<file path="config.mk">
export PLATFORM = sky130hd
export DESIGN_NAME = seq_divider
export DESIGN_NICKNAME = d
export VERILOG_FILES = /design/src/rtl/seq_divider_pkg.sv /design/src/rtl/seq_divider_ctrl.sv /design/src/rtl/seq_divider.sv
export SDC_FILE = /design/constraint.sdc
export NUM_CORES = 1
export LEC_CHECK = 0
export ABC_AREA = 1
export CORE_MARGIN = 8
export CORE_UTILIZATION = 50
export CTS_CLUSTER_SIZE = 28
export DETAILED_ROUTE_END_ITERATION = 7
export GPL_TIMING_DRIVEN = 0
export PLACE_DENSITY = 0.78
export SLEW_MARGIN = 30
export SYNTH_ARGS = -nofsm -noshare
export SYNTH_HDL_FRONTEND = slang
export SYNTH_SLANG_ARGS = --single-unit
</file>
<file path="constraint.sdc">
create_clock -name clk -period 1.67 [get_ports clk]
set_input_delay 0.334 -clock clk [delete_from_list [all_inputs] [get_ports clk]]
set_output_delay 0.334 -clock clk [all_outputs]
set_load 0.1 [all_outputs]
</file>
<file path="src/rtl/seq_divider_pkg.sv">
// Shared types and constants for the sequential DIV/REM unit.
package div_pkg;

  typedef enum logic [1:0] {
    IDLE = 2'd0,
    CALC = 2'd1,
    FIX  = 2'd2,
    DONE = 2'd3
  } state_t;

  // Most-negative pattern; the top slices its upper N bits to get MIN_N for its width.
  localparam logic [63:0] MIN_N = 64'h8000_0000_0000_0000;

  function automatic int cnt_width(input int n);
    return (n < 2) ? 1 : $clog2(n);
  endfunction

endpackage

</file>
<file path="src/rtl/seq_divider_ctrl.sv">
// Divider controller: state register, iteration counter and the handshake/datapath strobes.
module seq_divider_ctrl
  import div_pkg::*;
#(
  parameter int N = 8
) (
  input  logic clk,
  input  logic rst_n,
  input  logic i_start,
  input  logic i_fast,
  input  logic i_ack,
  output logic o_ready,
  output logic o_busy,
  output logic o_done,
  output logic o_load,
  output logic o_fast_load,
  output logic o_step,
  output logic o_fix,
  output logic o_release
);

  localparam int L = cnt_width(N);

  state_t         r_state;
  logic [L-1:0]   r_cnt;
  logic           r_busy;
  logic           r_done;
  logic           w_accept;

  assign o_ready     = (r_state == IDLE) & rst_n;
  assign w_accept    = o_ready & i_start;
  assign o_load      = w_accept & ~i_fast;
  assign o_fast_load = w_accept & i_fast;
  assign o_step      = (r_state == CALC);
  assign o_fix       = (r_state == FIX);
  assign o_release   = r_done & i_ack;
  assign o_busy      = r_busy;
  assign o_done      = r_done;

  // FSM with registered busy/done flags
  always_ff @(posedge clk or negedge rst_n) begin
    if (!rst_n) begin
      r_state <= IDLE;
      r_cnt   <= {L{1'b0}};
      r_busy  <= 1'b0;
      r_done  <= 1'b0;
    end else begin
      case (r_state)
        IDLE: begin
          if (i_start && i_fast) begin
            r_state <= DONE;
            r_done  <= 1'b1;
          end else if (i_start) begin
            r_state <= CALC;
            r_cnt   <= L'(N - 1);
            r_busy  <= 1'b1;
          end
        end
        CALC: begin
          if (r_cnt == {L{1'b0}}) begin
            r_state <= FIX;
          end else begin
            r_cnt <= r_cnt - L'(1);
          end
        end
        FIX: begin
          r_state <= DONE;
          r_busy  <= 1'b0;
          r_done  <= 1'b1;
        end
        DONE: begin
          if (i_ack) begin
            r_state <= IDLE;
            r_done  <= 1'b0;
          end
        end
        default: begin
          r_state <= IDLE;
          r_busy  <= 1'b0;
          r_done  <= 1'b0;
        end
      endcase
    end
  end

endmodule

</file>
<file path="src/rtl/seq_divider.sv">
// Multi-cycle signed/unsigned restoring divider (DIV/REM unit) with start/ready and done/ack handshakes.
module seq_divider
  import div_pkg::*;
#(
  parameter int N = 8,
  parameter int M = 4
) (
  input  logic         clk,
  input  logic         reset,
  input  logic         start,
  input  logic         signed_mode,
  input  logic [N-1:0] dividend,
  input  logic [M-1:0] divisor,
  output logic         ready,
  output logic         busy,
  output logic         done,
  input  logic         ack,
  output logic [N-1:0] quotient,
  output logic [M-1:0] remainder,
  output logic         div_by_zero,
  output logic         overflow
);

  localparam logic [N-1:0] MIN_VAL = MIN_N[63 -: N];

  logic         w_load, w_fast_load, w_step, w_fix, w_release;
  logic         w_dbz, w_ovf, w_fast;
  logic         w_dvd_neg, w_dvs_neg;
  logic [N-1:0] w_dvd_mag;
  logic [M-1:0] w_dvs_mag;
  logic [M:0]   w_shift;
  logic         w_geq;
  logic [M-1:0] w_rem_nxt;

  logic [N-1:0] r_quot;
  logic [M-1:0] r_dvs;
  logic [M-1:0] r_pr;
  logic         r_q_neg, r_r_neg;
  logic [N-1:0] r_q_out;
  logic [M-1:0] r_r_out;
  logic         r_dbz, r_ovf;

  seq_divider_ctrl #(.N(N)) u_ctrl (
    .clk         (clk),
    .rst_n       (reset),
    .i_start     (start),
    .i_fast      (w_fast),
    .i_ack       (ack),
    .o_ready     (ready),
    .o_busy      (busy),
    .o_done      (done),
    .o_load      (w_load),
    .o_fast_load (w_fast_load),
    .o_step      (w_step),
    .o_fix       (w_fix),
    .o_release   (w_release)
  );

  assign w_dbz     = (divisor == {M{1'b0}});
  assign w_ovf     = signed_mode & (dividend == MIN_VAL) & (divisor == {M{1'b1}});
  assign w_fast    = w_dbz | w_ovf;
  assign w_dvd_neg = signed_mode & dividend[N-1];
  assign w_dvs_neg = signed_mode & divisor[M-1];
  // MIN magnitudes (e.g. -8 on M=4) still fit as unsigned after negation
  assign w_dvd_mag = w_dvd_neg ? -dividend : dividend;
  assign w_dvs_mag = w_dvs_neg ? -divisor : divisor;

  assign w_shift   = {r_pr, r_quot[N-1]};
  assign w_geq     = (w_shift >= {1'b0, r_dvs});
  assign w_rem_nxt = w_geq ? M'(w_shift - {1'b0, r_dvs}) : w_shift[M-1:0];

  // Operand capture, restoring iteration, sign fix and result/flag registers
  always_ff @(posedge clk or negedge reset) begin
    if (!reset) begin
      r_quot  <= {N{1'b0}};
      r_dvs   <= {M{1'b0}};
      r_pr    <= {M{1'b0}};
      r_q_neg <= 1'b0;
      r_r_neg <= 1'b0;
      r_q_out <= {N{1'b0}};
      r_r_out <= {M{1'b0}};
      r_dbz   <= 1'b0;
      r_ovf   <= 1'b0;
    end else if (w_load) begin
      r_quot  <= w_dvd_mag;
      r_dvs   <= w_dvs_mag;
      r_pr    <= {M{1'b0}};
      r_q_neg <= w_dvd_neg ^ w_dvs_neg;
      r_r_neg <= w_dvd_neg;
      r_dbz   <= 1'b0;
      r_ovf   <= 1'b0;
    end else if (w_fast_load) begin
      r_q_out <= w_dbz ? {N{1'b1}} : MIN_VAL;
      r_r_out <= w_dbz ? dividend[M-1:0] : {M{1'b0}};
      r_dbz   <= w_dbz;
      r_ovf   <= ~w_dbz;
    end else if (w_step) begin
      r_pr    <= w_rem_nxt;
      r_quot  <= {r_quot[N-2:0], w_geq};
    end else if (w_fix) begin
      r_q_out <= r_q_neg ? -r_quot : r_quot;
      r_r_out <= r_r_neg ? -r_pr : r_pr;
    end else if (w_release) begin
      r_dbz   <= 1'b0;
      r_ovf   <= 1'b0;
    end
  end

  assign quotient    = r_q_out;
  assign remainder   = r_r_out;
  assign div_by_zero = r_dbz;
  assign overflow    = r_ovf;

endmodule
</file>
==> results.yml <==
cells_and_area:
  antenna_cells: 0
  fin_cells: 487
  drive_above_1_share_pct: 21.6
  final_common_cell: "nand2_1"
  nets: 451
  area_delta_synth_final_pct: 33.1
  mostFrequentLayoutCells: "nand2_1, dfrtp_1, nand3_1, inv_1, o21ai_0"
cts:
  cts_tree: "done"
  clock_path_buffers: 2
  numCtsBuffers: 5
  clockRootBuffer: "clkbuf_8"
  clock_sinks: 39
  cts_max_level: 2
  clk_pin_slew_ps: 80
  clkLatencyLatePin_ps: 300
timing:
  final_hold_viol_count: 0
  tns_ps: 0
  timing.fmax_mhz: 606
  finalSetupViolCount: 0
  final_max_slew_viol_count: 0
  fin_ws_ps: 20.4
  period_needed_ps: 1650
  tightest_slew_ps: 869
  skew_ps: 11.8
  rsz0062_at_grt: "true"
  relSlewSlack_pct: 41.9
  fin_crit_sh_pct: 98.8
worst_setup_path:
  crit_arrival_ps: 1320
  path_buf_inv: 3
  r2r_start: "r_quot[7]$_DFFE_PN0P_"
  r2r_slack_ps: 40
  worst_setup_path_start_kind: "flip-flop"
  crit_path_top_delay_cell: "dfrtp_1"
  cp-endpoint: "ready"
  worst-endpoint-required_ps: 1340
  cp-startpoint: "u_ctrl.r_state[1]$_DFFE_PN0P_"
  end_kind: "output port"
  cp.depth: 5
  worst_r2r_endpoint: "r_pr[2]$_DFFE_PN0P_"
  crit_family: "flip-flops"
  setup.worst_path.class: "flip-flop to output port"
  critPathMaxFanout: 4
  reg2reg_depth: 7
  cp_cell_sequence: "inv_2 -> ha_4 -> nand2_4 -> clkinvlp_4 -> buf_12"
  critPathMaxStageDelay_ps: 410
power:
  power.leakage_nw: 1.79
  powerDensity_nw_per_um2: 2040
  ir_worst_vdd_v: 0.00103
placed_design:
  place_inst: 464
  dp_worst_setup_slack_ps: -1040
  dp_hpwl_mm: 4.57
  gp_congestion: 0.892
  io_buffers: 33
routing:
  drtIter0Drc: 199
  viasPerCell: 5.19
  drc: 0
  wire_per_inst_um: 13.4
  finalWirelength_mm: 6.50
  route.vias.total: 2526
  first_pass_iters: 4
  antenna_left: 0
global_route:
  grt_antenna_before_repair: 0
  grt_max_degree: 21
  grt_pass1_wl_mm: 10.9
  grt_pass1_vias: 2492
  grt_use_total_pct: 17.6
  grt_overflow: 0
floorplanning:
  ios: 34
  coreArea_sq_um: 5070
  initial_utilization_pct: 51.2
  dieWidth_um: 88.1
  dieArea_sq_um: 7760
  dieHeight_um: 88.1
  rows: 26
synth:
  synth.net_count: 394
  syn_area_sq_um: 2600
  synth_seq_cells: 39
  synth_top_area_share_pct: 37.5
  syn_area_per_cell_sq_um: 7.22
  synth.top_cells.by_area: "dfrtp_1, nand2_1, ha_1"
  ys_types: 32
  synthCells: 360
  yosys.area.top_type: "dfrtp_1"
  seq_area_frac_synth_pct: 37.5
  yosys_warnings: 0
min_path:
  hold_path.class: "primary input to async pin"
flow_run:
  cap_violations: 0
run_status:
  status: "completed"
## through the flow
| stage | utilization (%) | area (sq um) | hold slack, ps | power (mW) |
|---|---|---|---|---|
| 2_1_floorplan | - | 2600 | 38.4 | 4.92 |
| 3_3_place_gp | 59.5 | 3020 | 460 | 5.76 |
| 3_5_place_dp | 60.0 | 3040 | 330 | 5.87 |
| 4_1_cts | 65.8 | 3340 | 493 | 6.74 |
| 5_1_grt | 68.2 | 3460 | 137 | 7.62 |
| 6_report | 68.2 | 3460 | 101 | 7.05 |
## flip-flops by register name (all words and copies together) (netlist names), 2 cells and up
register	cells
r_pr	4
r_dvs	4
u_ctrl.r_state	2
quotient	8
remainder	4
r_quot	8
u_ctrl.r_cnt	3
## final cells by class
cell class	count	area [sq um]
plain buffers	7	61.3
clock buffers	6	82.6
clock inverters	1	5.00
fillers	423	1620
inverters	46	181
multi-input cells	268	1540
flip-flops and latches	39	977
well taps	70	87.6
repair buffers	50	524
## metal layers
metal,up-vias,global-route usage (%),routed length (um)
li1,1266,-,-
met1,1158,21.5,2880
met2,93,30.0,3090
met3,9,3.10,410
met4,0,6.91,119
met5,-,0,0
## repair_timing
item                                    4_1_cts  5_1_grt
resized for setup                            90       36
hold buffers                                  2        0
endpoints found under the setup margin       54       35
pin swaps                                     5        8
gates cloned                                  1        1
hold endpoints to repair                     19        0
setup buffers                                 8        4
## report_power, final
group	switching, mW	internal, mW	leakage [nW]	total, mW
logic	3.20	1.53	1.26	4.73
clock network	0.325	0.324	0.0470	0.649
registers	0.283	1.39	0.483	1.67
## synthesized netlist by cell type (all sizes together)
cell type and n:
buf 6, a21oi 3, a21boi 1, o21ai 37
fa 1, nand2 125, xnor2 2, nor2 21
o2111ai 1, clkbuf 1, nand3b 1, o211ai 4
dfrtp 39, clkinv 1, o31ai 1, inv 45
ha 16, nand3 38, nand4 2, xor2 8
o22ai 2, or2 2, nor3 3
## kinds of logic after synthesis
kind of cell	after synthesis	synth area share (%)
xor+xnor	10	3.37
simple gates	192	31.2
buf+inv	53	8.57
flops	39	37.5
fa+ha+maj	17	8.47
compound gates	49	10.9
## worst min-delay path by stage
| stage | startpoint | end | slack, ps | cells after the start |
|---|---|---|---|---|
| floorplan | reset | div_by_zero$_DFFE_PN0P_ | 40 | 0 |
| global placement | u_ctrl.r_cnt[1]$_DFFE_PN0P_ | u_ctrl.r_cnt[1]$_DFFE_PN0P_ | 460 | 2 |
| detailed placement | reset | u_ctrl.o_busy$_DFFE_PN0P_ | 330 | 1 |
| CTS | r_quot[1]$_DFFE_PN0P_ | r_quot[1]$_DFFE_PN0P_ | 490 | 2 |
| global route | reset | r_quot[3]$_DFFE_PN0P_ | 140 | 2 |
| finish | reset | r_quot[7]$_DFFE_PN0P_ | 100 | 2 |
(Power assumes the default switching activity.)
